$ cat src/rtl/sync_tracker_pkg.sv
// -----------------------------------------------------------------------------
// sync_tracker_pkg
//   Shared definitions for the sync_tracker block.
//   - FSM state encoding (kept as plain 2-bit constants so older tools and
//     scripts that grep for numeric state values keep working).
//   - Width of the error statistics counter.
//   - Small helper used by the top to build saturating increments.
// -----------------------------------------------------------------------------
package sync_tracker_pkg;

    // Tracker states
    localparam logic [1:0] ST_SEARCH  = 2'd0;   // waiting for a first usable edge
    localparam logic [1:0] ST_ACQUIRE = 2'd1;   // counting consecutive good periods
    localparam logic [1:0] ST_LOCKED  = 2'd2;   // flywheeling on the locked period

    // Width of the accumulated early+late error counter
    localparam int ERRCNT_W = 16;

    // Saturating increment of the error counter: holds at all-ones.
    function automatic logic [ERRCNT_W-1:0] errcnt_inc(input logic [ERRCNT_W-1:0] value);
        if (value == {ERRCNT_W{1'b1}}) begin
            return value;
        end
        return value + {{(ERRCNT_W-1){1'b0}}, 1'b1};
    endfunction

endpackage : sync_tracker_pkg

$ cat src/rtl/sync_edge_det.sv
// -----------------------------------------------------------------------------
// sync_edge_det
//   Rising-edge detector for the incoming sync strobe.
//   The delayed copy sync_d is cleared synchronously whenever clear is high,
//   so a strobe that is already high when the tracker is released from
//   reset/disable counts as a fresh rising edge.
//
// Ports
//   clock    in   1   single clock, posedge
//   clear    in   1   synchronous clear of sync_d (reset | ~enable)
//   sync_in  in   1   raw incoming strobe
//   rise     out  1   high in the cycle sync_in rises (combinational)
// -----------------------------------------------------------------------------
module sync_edge_det (
    input  logic clock,
    input  logic clear,
    input  logic sync_in,
    output logic rise
);

    logic sync_d;

    always_ff @(posedge clock) begin
        if (clear) begin
            sync_d <= 1'b0;
        end else begin
            sync_d <= sync_in;
        end
    end

    assign rise = sync_in & ~sync_d;

endmodule : sync_edge_det

$ cat src/rtl/sync_tracker.sv
// -----------------------------------------------------------------------------
// sync_tracker
//   Receive-side companion of the periodic sync generator. Locks onto an
//   incoming sync strobe with period rate+1 clocks, then flywheels a phase
//   counter through missing or misplaced strobes. Produces a clean one-cycle
//   regenerated strobe, lock status, early/late error pulses and an optional
//   saturating error total.
//
// Parameters
//   WIDTH       width of rate and of the phase counter
//   LOCK_COUNT  consecutive good periods needed to declare lock (>=1)
//   MISS_LIMIT  consecutive errors while locked that drop lock (>=1)
//
// Ports
//   clock      in   1         single clock, all logic on posedge
//   reset      in   1         synchronous, active-high
//   enable     in   1         0 = hold in SEARCH with outputs cleared
//                             (err_count is kept)
//   rate       in   WIDTH     expected period minus 1
//   sync_in    in   1         incoming strobe, only rising edges are used
//   locked     out  1         high while in LOCKED
//   phase      out  WIDTH     internal phase counter
//   sync_out   out  1         regenerated strobe, aligned with phase==0
//   err_early  out  1         pulse: edge arrived before the expected slot
//   err_late   out  1         pulse: expected edge was missing
//   err_count  out  16        saturating total of error pulses
//
// Configuration
//   SYNC_TRACKER_STATS_EN  when defined, err_count is implemented; when
//                          undefined it is tied to zero and the counter
//                          logic is absent. Error pulses are unaffected.
// -----------------------------------------------------------------------------
module sync_tracker
    import sync_tracker_pkg::*;
#(
    parameter int WIDTH      = 8,
    parameter int LOCK_COUNT = 4,
    parameter int MISS_LIMIT = 2
) (
    input  logic                clock,
    input  logic                reset,
    input  logic                enable,
    input  logic [WIDTH-1:0]    rate,
    input  logic                sync_in,
    output logic                locked,
    output logic [WIDTH-1:0]    phase,
    output logic                sync_out,
    output logic                err_early,
    output logic                err_late,
    output logic [ERRCNT_W-1:0] err_count
);

    localparam int GOOD_W = $clog2(LOCK_COUNT + 1);
    localparam int MISS_W = $clog2(MISS_LIMIT + 1);

    localparam logic [WIDTH-1:0]  CNT_ONE   = {{(WIDTH-1){1'b0}}, 1'b1};
    localparam logic [WIDTH-1:0]  CNT_MAX   = {WIDTH{1'b1}};
    localparam logic [GOOD_W-1:0] GOOD_ONE  = {{(GOOD_W-1){1'b0}}, 1'b1};
    localparam logic [MISS_W-1:0] MISS_ONE  = {{(MISS_W-1){1'b0}}, 1'b1};
    // Value of good/miss *before* the edge that completes lock / drops lock
    localparam logic [GOOD_W-1:0] GOOD_LAST = GOOD_W'(LOCK_COUNT - 1);
    localparam logic [MISS_W-1:0] MISS_LAST = MISS_W'(MISS_LIMIT - 1);

    // ------------------------------------------------------------------
    // Edge detection
    // ------------------------------------------------------------------
    logic clear;
    logic rise;

    assign clear = reset | ~enable;

    sync_edge_det u_edge_det (
        .clock   (clock),
        .clear   (clear),
        .sync_in (sync_in),
        .rise    (rise)
    );

    // ------------------------------------------------------------------
    // State
    // ------------------------------------------------------------------
    logic [1:0]        state,  state_n;
    logic [WIDTH-1:0]  cnt,    cnt_n;
    logic [WIDTH-1:0]  rate_q, rate_q_n;
    logic [GOOD_W-1:0] good,   good_n;
    logic [MISS_W-1:0] miss,   miss_n;
    logic              early_n;
    logic              late_n;
    logic              sync_out_n;

    logic at_end;        // counter sits on the expected edge slot
    logic rate_changed;  // programmed rate no longer matches the captured one

    assign at_end       = (cnt == rate_q);
    assign rate_changed = (rate != rate_q);

    // ------------------------------------------------------------------
    // Next-state logic
    // ------------------------------------------------------------------
    always_comb begin
        state_n  = state;
        cnt_n    = cnt;
        rate_q_n = rate_q;
        good_n   = good;
        miss_n   = miss;
        early_n  = 1'b0;
        late_n   = 1'b0;

        // Regenerated strobe marks the last slot of a locked period; it is
        // registered so it lines up with phase wrapping to 0.
        sync_out_n = (state == ST_LOCKED) && at_end;

        case (state)
            ST_SEARCH: begin
                cnt_n  = '0;
                good_n = '0;
                miss_n = '0;
                if (rise) begin
                    rate_q_n = rate;
                    // A zero rate cannot describe a period; stay here.
                    if (rate != '0) begin
                        state_n = ST_ACQUIRE;
                    end
                end
            end

            ST_ACQUIRE: begin
                if (rate_changed) begin
                    state_n = ST_SEARCH;
                    cnt_n   = '0;
                    good_n  = '0;
                    miss_n  = '0;
                end else if (rise) begin
                    // Every edge re-phases the counter while acquiring.
                    cnt_n = '0;
                    if (at_end) begin
                        if (good == GOOD_LAST) begin
                            state_n = ST_LOCKED;
                            good_n  = '0;
                            miss_n  = '0;
                        end else begin
                            good_n = good + GOOD_ONE;
                        end
                    end else begin
                        good_n = '0;
                    end
                end else begin
                    // Expected slot passed without an edge: restart the run.
                    if (at_end) begin
                        good_n = '0;
                    end
                    if (cnt != CNT_MAX) begin
                        cnt_n = cnt + CNT_ONE;
                    end
                end
            end

            ST_LOCKED: begin
                if (rate_changed) begin
                    // Rate change has priority over any error this cycle.
                    state_n = ST_SEARCH;
                    cnt_n   = '0;
                    good_n  = '0;
                    miss_n  = '0;
                end else begin
                    // Flywheel: wrap on the period regardless of edges.
                    cnt_n = at_end ? '0 : cnt + CNT_ONE;
                    if (rise && at_end) begin
                        miss_n = '0;
                    end else if (rise || at_end) begin
                        early_n = rise;
                        late_n  = ~rise;
                        if (miss == MISS_LAST) begin
                            state_n = ST_SEARCH;
                            cnt_n   = '0;
                            good_n  = '0;
                            miss_n  = '0;
                        end else begin
                            miss_n = miss + MISS_ONE;
                        end
                    end
                end
            end

            default: begin
                state_n = ST_SEARCH;
                cnt_n   = '0;
                good_n  = '0;
                miss_n  = '0;
            end
        endcase
    end

    // ------------------------------------------------------------------
    // Registers
    // ------------------------------------------------------------------
    always_ff @(posedge clock) begin
        if (reset || !enable) begin
            state     <= ST_SEARCH;
            cnt       <= '0;
            good      <= '0;
            miss      <= '0;
            locked    <= 1'b0;
            sync_out  <= 1'b0;
            err_early <= 1'b0;
            err_late  <= 1'b0;
            if (reset) begin
                rate_q <= '0;
            end
        end else begin
            state     <= state_n;
            cnt       <= cnt_n;
            rate_q    <= rate_q_n;
            good      <= good_n;
            miss      <= miss_n;
            locked    <= (state_n == ST_LOCKED);
            sync_out  <= sync_out_n;
            err_early <= early_n;
            err_late  <= late_n;
        end
    end

    assign phase = cnt;

    // ------------------------------------------------------------------
    // Error statistics
    // ------------------------------------------------------------------
`ifdef SYNC_TRACKER_STATS_EN
    logic [ERRCNT_W-1:0] err_total;

    // Updated on the same edge that launches the pulse, so the total already
    // includes an error in the cycle its pulse is visible.
    always_ff @(posedge clock) begin
        if (reset) begin
            err_total <= '0;
        end else if (enable && (early_n || late_n)) begin
            err_total <= errcnt_inc(err_total);
        end
    end

    assign err_count = err_total;
`else
    assign err_count = '0;
`endif

endmodule : sync_tracker
$ cat config.mk
export PLATFORM = sky130hd
export DESIGN_NAME = sync_tracker
export DESIGN_NICKNAME = d
export VERILOG_FILES = /design/src/rtl/sync_tracker_pkg.sv /design/src/rtl/sync_edge_det.sv /design/src/rtl/sync_tracker.sv
export SDC_FILE = /design/constraint.sdc
export NUM_CORES = 1
export LEC_CHECK = 0
export CELL_PAD_IN_SITES_DETAIL_PLACEMENT = 0
export CELL_PAD_IN_SITES_GLOBAL_PLACEMENT = 1
export CORE_ASPECT_RATIO = 1.2
export CORE_MARGIN = 2
export CORE_UTILIZATION = 37
export DETAILED_ROUTE_END_ITERATION = 8
export MAX_ROUTING_LAYER = met4
export PLACE_DENSITY = 0.8
export SYNTH_ARGS = -nofsm -noshare
export SYNTH_HDL_FRONTEND = slang
export SYNTH_SLANG_ARGS = --single-unit
$ cat constraint.sdc
create_clock -name clock -period 2.55 [get_ports clock]
set_input_delay 0.6375 -clock clock [delete_from_list [all_inputs] [get_ports clock]]
set_output_delay 0.6375 -clock clock [all_outputs]
set_load 0.03 [all_outputs]
==> results of run 1 <==
[final timing paths]
kind / from / to / slack [ns] / cells past startpoint
worst min-delay path: good[2] / good[2] / 0.47 / 1
worst max register to register: rate_q[6] / good[2] / 0.39 / 6
worst max-delay path: rate[5] / locked / 0.24 / 7
worst min register to register: good[2] / good[2] / 0.47 / 1
[per-stage QoR]
step | hold slack, ns | instance area, um^2 | worst slack (ns)
2_1_floorplan | 0.439 | 1760 | 0.478
3_3_place_gp | 0.450 | 2060 | -0.00772
3_5_place_dp | 0.456 | 2060 | -0.0700
4_1_cts | 0.469 | 2110 | 0.247
5_1_grt | 0.488 | 2110 | 0.0648
6_report | 0.465 | 2110 | 0.238
[layer usage]
| metal | share of wire | track usage |
|---|---|---|
| met4 | 0.023 | 0.0633 |
| met3 | 0.041 | 0.0315 |
| met2 | 0.51 | 0.279 |
| met1 | 0.43 | 0.182 |
| met5 | 0 | - |
[state kept, by name, summed over array words and instances, names as in the netlist]
register,cells
u_edge_det.sync_d,1
locked,1
sync_out,1
err_early,1
good,3
err_late,1
rate_q,8
state,2
miss,2
phase,8
[final cells by class]
class                           instances  area (um^2)
Inverter                                3         11.3
Multi-Input combinational cell        150          961
Clock buffer                            4         55.1
Fill cell                             479         2410
Timing Repair Buffer                   42          373
Tap cell                               58         72.6
Sequential cell                        28          641
[worst register-to-register path, cell delays in order, from the launching register on]
cell       delay (ns)
edfxtp_1         0.45
xor2_1           0.18
nor4_2           0.42
and2_1           0.38
a2bb2oi_1        0.39
nand2b_1         0.15
a21boi_0         0.07
[cell usage in the layout (no fill, tap or decap), types with 4 or more instances in the layout]
cell type	n
buf_4	19
nor2_1	9
ha_1	6
nor3_1	4
edfxtp_1	8
and2_1	11
clkdlybuf4s50_1	23
a21oi_1	11
xor2_1	19
nand3_1	8
o21ai_0	5
nor4_1	4
dfxtp_1	20
nand2b_1	5
nand2_1	17
conb_1	16
clkbuf_8	4
nor4_2	4
[power by group]
| group | internal, mW | leakage [nW] | total (mW) | switching (mW) |
|---|---|---|---|---|
| Combinational | 0.0538 | 0.581 | 0.138 | 0.0845 |
| Clock | 0.139 | 0.0288 | 0.283 | 0.144 |
| Sequential | 0.469 | 0.246 | 0.479 | 0.0101 |
| Total | 0.662 | 0.856 | 0.901 | 0.239 |
[kinds of logic after synthesis]
kind of cell	share of synthesized area
compound gates	0.109
xor+xnor	0.108
fa+ha+maj	0.0499
buf+inv	0.0932
flops	0.376
mux	0.00661
other cells	0.00220
simple gates	0.256
==> key figures, run 1 <==
Clock tree
  • CTS sink cnt: 28
  • H-tree depth: 1
  • Reg clk slew, reported paths: 0.10 ns
  • Clk root buf: clkbuf_8
  • CTS Hold Bufs: 0
  • Number of buffers created by CTS: 3
  • Post-CTS setup buffers: 0
  • Worst skew pair latency: 0.28 ns
  • Post_cts resized: 0
  • Max Root-Sink Buffers: 2
  • CTS tree: built

Global route
  • First-pass GRT wire length: 6330 um
  • Grt total ovfl: 0
  • All-Layer GR Usage: 0.162
  • Vias in the first global route: 1,389
  • Antenna violations before repair: 0
  • Pin count of the biggest net entering global routing: 16

Timing
  • Final Cycle Share: 0.907
  • Tmin final: 2.31 ns
  • Hold Vio Cnt, Final: 0
  • Total negative slack: 0 ns
  • Slew Limit Fails: 0
  • Clock Skews: 0.00629 ns
  • RSZ-0062 raised after global routing: no
  • Setup violators final: 0
  • Fmax: 433 MHz

Place
  • Port bufs: 23
  • Post-DP HPWL: 2920 um
  • Routability Congestion: 0.899
  • Post-Place Cells: 281

Synth
  • Syn Inst Count: 187
  • Async SR Flop Fraction: 0
  • Netlist cell types: 42
  • Synthesized area: 1700 um^2
  • Synth top area share: 0.235
  • Most area-consuming cells after synthesis: dfxtp_1 23%, edfxtp_1 14%, xor2_1 9.8%
  • Number of synthesized register bits: 28
  • Yosys Warn Count: 0
  • Main synth FF type: dfxtp_1
  • Most common cell in the synthesized netlist: dfxtp_1
  • Sequential share of the synthesized area: 0.376
  • Synth cell count leaders: 20 x dfxtp_1, 19 x xor2_1, 17 x nand2_1
  • Avg Cell Area, Syn: 9.11 um^2
  • Area leader, netlist: dfxtp_1
  • EDFF count, synth: 8

Finish
  • Final core utilization: 0.467
  • Area grow syn2layout: 24.0%
  • Final cell count without fillers: 285
  • Nets: 246
  • Layout cells sized above 1: 0.145
  • Antenna diodes: 0

Routing
  • Routed Antenna Nets: 0
  • Via count: 1,420
  • Iter 0 DRT Violations: 51
  • DR WL/cell: 13.1 um
  • Vias per cell: 4.98
  • First drt pass iteration count: 4
  • Wirelength, routed: 3730 um
  • Post-route DRC: 0

Worst setup path
  • Worst EP required: 2.76 ns
  • CP Max Fanout: 3
  • Worst stage delay on the critical path: 0.44 ns
  • Endpoint class of the critical path: register
  • CP max-delay cell: clkdlybuf4s50_1
  • Crit path buf inv count: 1
  • Critical path type: primary input to register
  • Cells along the critical path: clkdlybuf4s50_1 -> xor2_1 -> nor4_2 -> and3_1 -> a31oi_1 -> or3_1 -> a221oi_2
  • Worst EP arrival: 2.52 ns
  • Crit start category: primary input
  • Delay-heaviest family, CP: simple AND/OR/NAND/NOR gates

Floorplanning
  • Die Height: 78.3 um
  • DIE WIDTH: 66.0 um
  • Die area: 5170 um^2
  • IO Count: 40
  • Core area: 4530 um^2
  • Starting Density: 0.376
  • Row count: 27

Hold path
  • Hold Path Class: register to register

Power and ir drop
  • Leakage: 0.856 nW
  • Worst VDD drop: 0.269 mV
  • Cell Pwr Density: 426 nW/um^2
  • Pwr Total: 0.901 mW

Run status
  • Status: completed

Run
  • Number of max-cap violations: 0
(Power assumes the default switching activity.)
==> run 2, diff against run 1 <==
--- a/config.mk
+++ b/config.mk
@@ -11,8 +11,10 @@
 export CORE_MARGIN = 2
 export CORE_UTILIZATION = 37
 export DETAILED_ROUTE_END_ITERATION = 8
+export HOLD_SLACK_MARGIN = 0.06
 export MAX_ROUTING_LAYER = met4
 export PLACE_DENSITY = 0.8
 export SYNTH_ARGS = -nofsm -noshare
 export SYNTH_HDL_FRONTEND = slang
+export SYNTH_HIERARCHICAL = 1
 export SYNTH_SLANG_ARGS = --single-unit
==> constraint.sdc (replaced) <==
create_clock -name clock -period 2.55 [get_ports clock]
set_input_delay 0.6375 -clock clock [delete_from_list [all_inputs] [get_ports clock]]
set_output_delay 0.6375 -clock clock [all_outputs]
set_load 0.02 [all_outputs]
==> run 2 against run 1 <==
Sequential power about the same. Highest routed layer unchanged. Cell count down 1.1%. Largest cell class unchanged. Largest power group unchanged. Register-to-register slack better by 0.09 ns.
==> key figures, run 2 <==
Run
  • Number of max-cap violations: 0

Worst setup path
  • CP Max Fanout: 7
  • Crit start category: primary input
  • Worst EP required: 2.75 ns
  • Endpoint class of the critical path: register
  • Critical Path Source: rate[1]
  • Critical path type: primary input to register
  • R2r startpoint: rate_q[4]
  • Worst EP arrival: 2.63 ns
  • Register-to-register setup slack: 0.48 ns

Hold path
  • Hold path startpoint: good[2]
  • Hold Path Class: register to register

Clock tree
  • Post-CTS setup buffers: 0
  • Reg clk slew, reported paths: 0.10 ns
  • CTS tree: built
  • H-tree depth: 1
  • CTS Hold Bufs: 0
  • Post_cts resized: 0
  • Worst skew pair latency: 0.28 ns
  • CTS sink cnt: 28
  • Number of buffers created by CTS: 3
  • Clk root buf: clkbuf_8
  • Max Root-Sink Buffers: 2

Synth
  • EDFF count, synth: 8
  • Syn Inst Count: 188
  • Number of synthesized register bits: 28
  • Avg Cell Area, Syn: 9.22 um^2
  • Main synth FF type: dfxtp_1
  • Async SR Flop Fraction: 0
  • Synth cell count leaders: 20 x dfxtp_1, 17 x buf_4, 13 x a21oi_1
  • Area leader, netlist: dfxtp_1
  • Sequential share of the synthesized area: 0.370
  • Netlist cell types: 42
  • Yosys Warn Count: 6
  • Synth top area share: 0.231
  • Most area-consuming cells after synthesis: dfxtp_1 23%, edfxtp_1 14%, buf_4 7.4%
  • Synthesized area: 1730 um^2
  • Most common cell in the synthesized netlist: dfxtp_1

Floorplanning
  • DIE WIDTH: 66.5 um
  • IO Count: 40
  • Row count: 27
  • Starting Density: 0.380
  • Die area: 5250 um^2
  • Die Height: 79.0 um
  • Core area: 4560 um^2

Power and ir drop
  • Int Pwr: 0.640 mW
  • Cell Pwr Density: 411 nW/um^2
  • Leakage: 0.778 nW
  • Reg power frac: 0.554
  • Clock power share: 0.291
  • Gate power share: 0.155
  • P_sw: 0.224 mW
  • Switching part of the total power: 0.260
  • Worst VDD drop: 0.217 mV

Routing
  • Post-route DRC: 0
  • DR WL/cell: 13.1 um
  • Vias per cell: 5.06
  • First drt pass iteration count: 4
  • Wirelength, routed: 3690 um
  • Iter 0 DRT Violations: 52
  • Via count: 1,426
  • Routed Antenna Nets: 0

Timing
  • Clock Skews: 0.00779 ns
  • Fmax: 411 MHz
  • Setup violators final: 0
  • WHS: 0.449 ns
  • Slew Limit Fails: 0
  • Hold Vio Cnt, Final: 0
  • Final Cycle Share: 0.953
  • Tmin final: 2.43 ns
  • RSZ-0062 raised after global routing: no
  • Worst setup margin: 0.119 ns

Global route
  • First-pass GRT wire length: 6270 um
  • Vias in the first global route: 1,327
  • Pin count of the biggest net entering global routing: 16
  • Grt total ovfl: 0
  • All-Layer GR Usage: 0.156
  • Antenna violations before repair: 0

Place
  • Post-Place Cells: 278
  • Routability Congestion: 0.809
  • Post-DP HPWL: 2940 um
  • Pre-CTS setup slack: -0.162 ns
  • Port bufs: 23

Finish
  • Antenna diodes: 0
  • Fillcell total: 456
  • Layout cells sized above 1: 0.121
  • Final cell count without fillers: 282
  • Area grow syn2layout: 21.4%
  • Leading cell type in the layout, fill and taps excluded: clkdlybuf4s50_1
  • Commonest cells after routing, fill and taps aside: 23 x clkdlybuf4s50_1, 20 x dfxtp_1, 16 x conb_1, 16 x buf_4, 13 x a21oi_1
  • Nets: 243

Run status
  • Status: completed
## run 2: cell count changes in the layout (fill, tap and decap cells not counted), sizes merged, moves of 3 or more
| cell | delta |
|---|---|
| nand3b | +3 |
| nor2b | +5 |
| xnor2 | +7 |
| buf | -3 |
| nand2 | -5 |
| inv | +3 |
| xor2 | -9 |
| nand2b | -4 |
| nand4 | +3 |
## run 2: critical path: stages
cell and delay [ns]:
clkdlybuf4s50_1 0.46, xor2_1 0.16, nor4_1 0.36, and2_1 0.38, and3_1 0.37, o21ai_0 0.13, a21oi_1 0.13
## run 2: worst paths after layout
| check | to | depth (start not counted) |
|---|---|---|
| setup / recovery | phase[3] | 7 |
| hold / removal | good[2] | 2 |
| setup reg to reg | phase[3] | 6 |
| hold reg to reg | good[2] | 2 |
## run 2: power by group through the flow
stage / Sequential [mW] / Combinational, mW / Clock, mW
after floorplan: 0.487 / 0.104 / 0
after global placement: 0.490 / 0.132 / 0
after detailed placement: 0.490 / 0.134 / 0
after CTS: 0.479 / 0.135 / 0.260
after global routing: 0.480 / 0.148 / 0.281
final: 0.479 / 0.134 / 0.251
## run 2: kinds of logic (layout without fill, tap and decap cells)
| family | after synthesis | in the layout | share of synthesized area |
|---|---|---|---|
| compound gates | 31 | 31 | 0.131 |
| xor+xnor | 19 | 19 | 0.0960 |
| fa+ha+maj | 6 | 6 | 0.0433 |
| buf+inv | 28 | 49 | 0.102 |
| flops | 28 | 28 | 0.370 |
| mux | 1 | 1 | 0.00650 |
| other cells | 1 | 16 | 0.00216 |
| simple gates | 74 | 74 | 0.249 |
## run 2: per-layer routing
metal / track usage / vias to the layer above / wire length [um]
met1: 0.200 / 687 / 1620
met2: 0.260 / 31 / 1940
met4: 0.0367 / 0 / 23
met3: 0.0212 / 2 / 106
met5: - / - / 0
li1: - / 706 / -
## run 2: cell type report
type	count	area, um^2	area share
clock buffer	4	45.0	0.0214
sequential	28	641	0.305
inverter	6	22.5	0.0107
tap	58	72.6	0.0345
timing repair buffer	39	350	0.167
multi-input combinational	147	972	0.462
## run 2: metrics by stage
stage | utilization | TNS [ns] | power, mW | area [um^2]
after floorplan | - | 0 | 0.590 | 1790
after global placement | 0.451 | -0.450 | 0.622 | 2060
after detailed placement | 0.451 | -1.31 | 0.624 | 2060
after CTS | 0.461 | 0 | 0.874 | 2100
after global routing | 0.461 | 0 | 0.909 | 2100
final | 0.461 | 0 | 0.864 | 2100
==> run 3, diff against run 2 <==
--- a/config.mk
+++ b/config.mk
@@ -5,15 +5,16 @@
 export SDC_FILE = /design/constraint.sdc
 export NUM_CORES = 1
 export LEC_CHECK = 0
+export ABC_AREA = 1
 export CELL_PAD_IN_SITES_DETAIL_PLACEMENT = 0
 export CELL_PAD_IN_SITES_GLOBAL_PLACEMENT = 1
 export CORE_ASPECT_RATIO = 1.2
-export CORE_MARGIN = 2
-export CORE_UTILIZATION = 37
+export CORE_UTILIZATION = 36
+export CTS_CLUSTER_DIAMETER = 100
 export DETAILED_ROUTE_END_ITERATION = 8
 export HOLD_SLACK_MARGIN = 0.06
 export MAX_ROUTING_LAYER = met4
-export PLACE_DENSITY = 0.8
+export PLACE_DENSITY = 0.81
 export SYNTH_ARGS = -nofsm -noshare
 export SYNTH_HDL_FRONTEND = slang
 export SYNTH_HIERARCHICAL = 1
==> run 3 against run 2 <==
Utilization shrank 2.0 points. Register-to-register slack gained 0.21 ns. Highest routed layer unchanged. Combinational power up 4%. Fmax up 20%. Synthesized cell count rose by 50%. Global-route usage is 0.10 points lower. Flip-flop and latch count is the same. Largest power group unchanged.
==> key figures, run 3 <==
Finish
  • Multi-input gate area: 1010 um^2
  • Leading cell type in the layout, fill and taps excluded: nand2_1
  • Fillcell total: 551
  • Area grow syn2layout: 15.6%
  • Commonest cells after routing, fill and taps aside: 71 x nand2_1, 51 x inv_1, 34 x nor2_1
  • Sequential cell area: 641 um^2
  • Antenna diodes: 0
  • Nets: 328
  • Layout cells sized above 1: 0.0809

Synth
  • Syn Inst Count: 282
  • Number of synthesized register bits: 28
  • Synthesized area: 1930 um^2
  • Area leader, netlist: dfxtp_1
  • Most common cell in the synthesized netlist: nand2_1
  • EDFF count, synth: 8
  • Yosys Warn Count: 6
  • Synth top area share: 0.208
  • Synth cell count leaders: 71 x nand2_1, 51 x inv_1, 34 x nor2_1
  • Netlist cell types: 27
  • Sequential share of the synthesized area: 0.333
  • Avg Cell Area, Syn: 6.83 um^2
  • Async SR Flop Fraction: 0
  • Most area-consuming cells after synthesis: dfxtp_1 21%, nand2_1 14%, edfxtp_1 12%
  • Main synth FF type: dfxtp_1

Worst setup path
  • Worst stage delay on the critical path: 0.65 ns
  • Delay-heaviest family, CP: buffers and inverters
  • Register-to-register setup slack: 0.69 ns
  • R2r startpoint: phase[1]
  • Worst EP arrival: 1.40 ns
  • Cells along the critical path: clkdlybuf4s50_1
  • CP Max Fanout: 6
  • Worst r2r path cells: 10
  • CP max-delay cell: clkdlybuf4s50_1
  • Endpoint class of the critical path: primary output
  • Crit start category: register
  • Critical path type: register to primary output
  • Crit path buf inv count: 1
  • Reg-to-reg endpoint: phase[0]
  • Worst EP required: 1.91 ns

Timing
  • Total negative slack: 0 ns
  • Tmin final: 2.03 ns
  • WHS: 0.436 ns
  • Setup violators final: 0
  • Slew Limit Fails: 0
  • Fmax: 492 MHz
  • RSZ-0062 raised after global routing: no
  • Final Cycle Share: 0.798
  • Hold Vio Cnt, Final: 0
  • Clock Skews: 0.0104 ns

Power and ir drop
  • Leakage: 1.08 nW
  • Worst VDD drop: 0.168 mV
  • Cell Pwr Density: 389 nW/um^2

Routing
  • Post-route DRC: 0
  • Iter 0 DRT Violations: 63
  • Via count: 1,620
  • Wirelength, routed: 3800 um
  • DR WL/cell: 10.3 um
  • Vias per cell: 4.39
  • First drt pass iteration count: 4
  • Routed Antenna Nets: 0

Clock tree
  • Post-CTS setup buffers: 0
  • Reg clk slew, reported paths: 0.10 ns
  • H-tree depth: 1
  • CTS Hold Bufs: 0
  • Clk root buf: clkbuf_8
  • Post_cts resized: 0
  • Worst skew pair latency: 0.27 ns
  • Number of buffers created by CTS: 3
  • CTS sink cnt: 28
  • Max Root-Sink Buffers: 2
  • CTS tree: built

Place
  • Routability Congestion: 0.827
  • Post-DP HPWL: 3130 um
  • Port bufs: 23

Floorplanning
  • Row count: 28
  • DIE WIDTH: 68.8 um
  • Die area: 5650 um^2
  • Core area: 5040 um^2
  • Die Height: 82.1 um
  • Starting Density: 0.382
  • IO Count: 40

Global route
  • Antenna violations before repair: 0
  • All-Layer GR Usage: 0.155
  • First-pass GRT wire length: 6340 um
  • Grt total ovfl: 0
  • Vias in the first global route: 1,449
  • Pin count of the biggest net entering global routing: 16

Run status
  • Status: completed

Hold path
  • Hold path depth: 2
  • Hold Path Class: register to register
  • Hold path startpoint: miss[1]
  • Hold EP: miss[1]

Run
  • Number of max-cap violations: 0
[run 3: area by class of cell]
type | count | share of cell area
multi-input cells | 198 | 0.455
inverters | 53 | 0.0894
clock buffers | 4 | 0.0202
flip-flops and latches | 28 | 0.288
repair buffers | 26 | 0.114
well taps | 60 | 0.0337
[run 3: worst register-to-register path: cells and delay by family, from the launching register on]
family                     cells  cell delay (ns)
buffers and inverters          1             0.08
and+or+nand+nor                6             0.78
AOI/OAI and AO/OA              2             0.22
DFF                            1             0.46
adders and majority gates      1             0.21
[run 3: worst max path at each step]
stage             start        to  slack [ns]  depth (start not counted)
6_report       phase[6]  phase[6]        0.52                          1
3_5_place_dp    rate[2]  phase[0]        0.25                         11
5_1_grt         rate[2]  phase[0]        0.40                         11
2_1_floorplan  phase[0]  phase[0]        0.84                         10
3_3_place_gp    rate[4]  phase[0]        0.26                          9
4_1_cts        phase[6]  phase[6]        0.50                          1
[run 3: metrics by stage]
step | area [um^2] | instances | setup slack (ns) | power, mW | util
floorplan | 1980 | 297 | 0.839 | 0.607 | -
global placement | 2180 | 365 | 0.263 | 0.630 | 0.432
detailed placement | 2180 | 365 | 0.248 | 0.631 | 0.432
CTS | 2230 | 369 | 0.503 | 0.880 | 0.441
global route | 2230 | 369 | 0.405 | 0.911 | 0.441
finish | 2230 | 369 | 0.516 | 0.867 | 0.441
[run 3: cells by family after synthesis]
logic type | Yosys count | share of synthesized area
AND/OR/NAND/NOR | 146 | 0.357
XOR/XNOR | 10 | 0.0455
AO/OA/AOI/OAI | 20 | 0.0539
buffers and inverters | 71 | 0.170
flip-flops | 28 | 0.333
adder cells (fa/ha/maj) | 6 | 0.0390
other | 1 | 0.00195
[run 3: where the power goes]
part           switching (mW)  total (mW)  internal (mW)
Combinational          0.0893       0.140         0.0508
Clock                   0.135       0.247          0.112
Sequential             0.0103       0.480          0.469
Total                   0.235       0.867          0.632
[run 3: routing by layer]
layer | GRT usage | up-vias | share of wire
met5 | - | - | 0
met4 | 0.0490 | 0 | 0.014
met3 | 0.0124 | 4 | 0.023
met2 | 0.267 | 33 | 0.47
met1 | 0.190 | 704 | 0.49
li1 | - | 879 | -
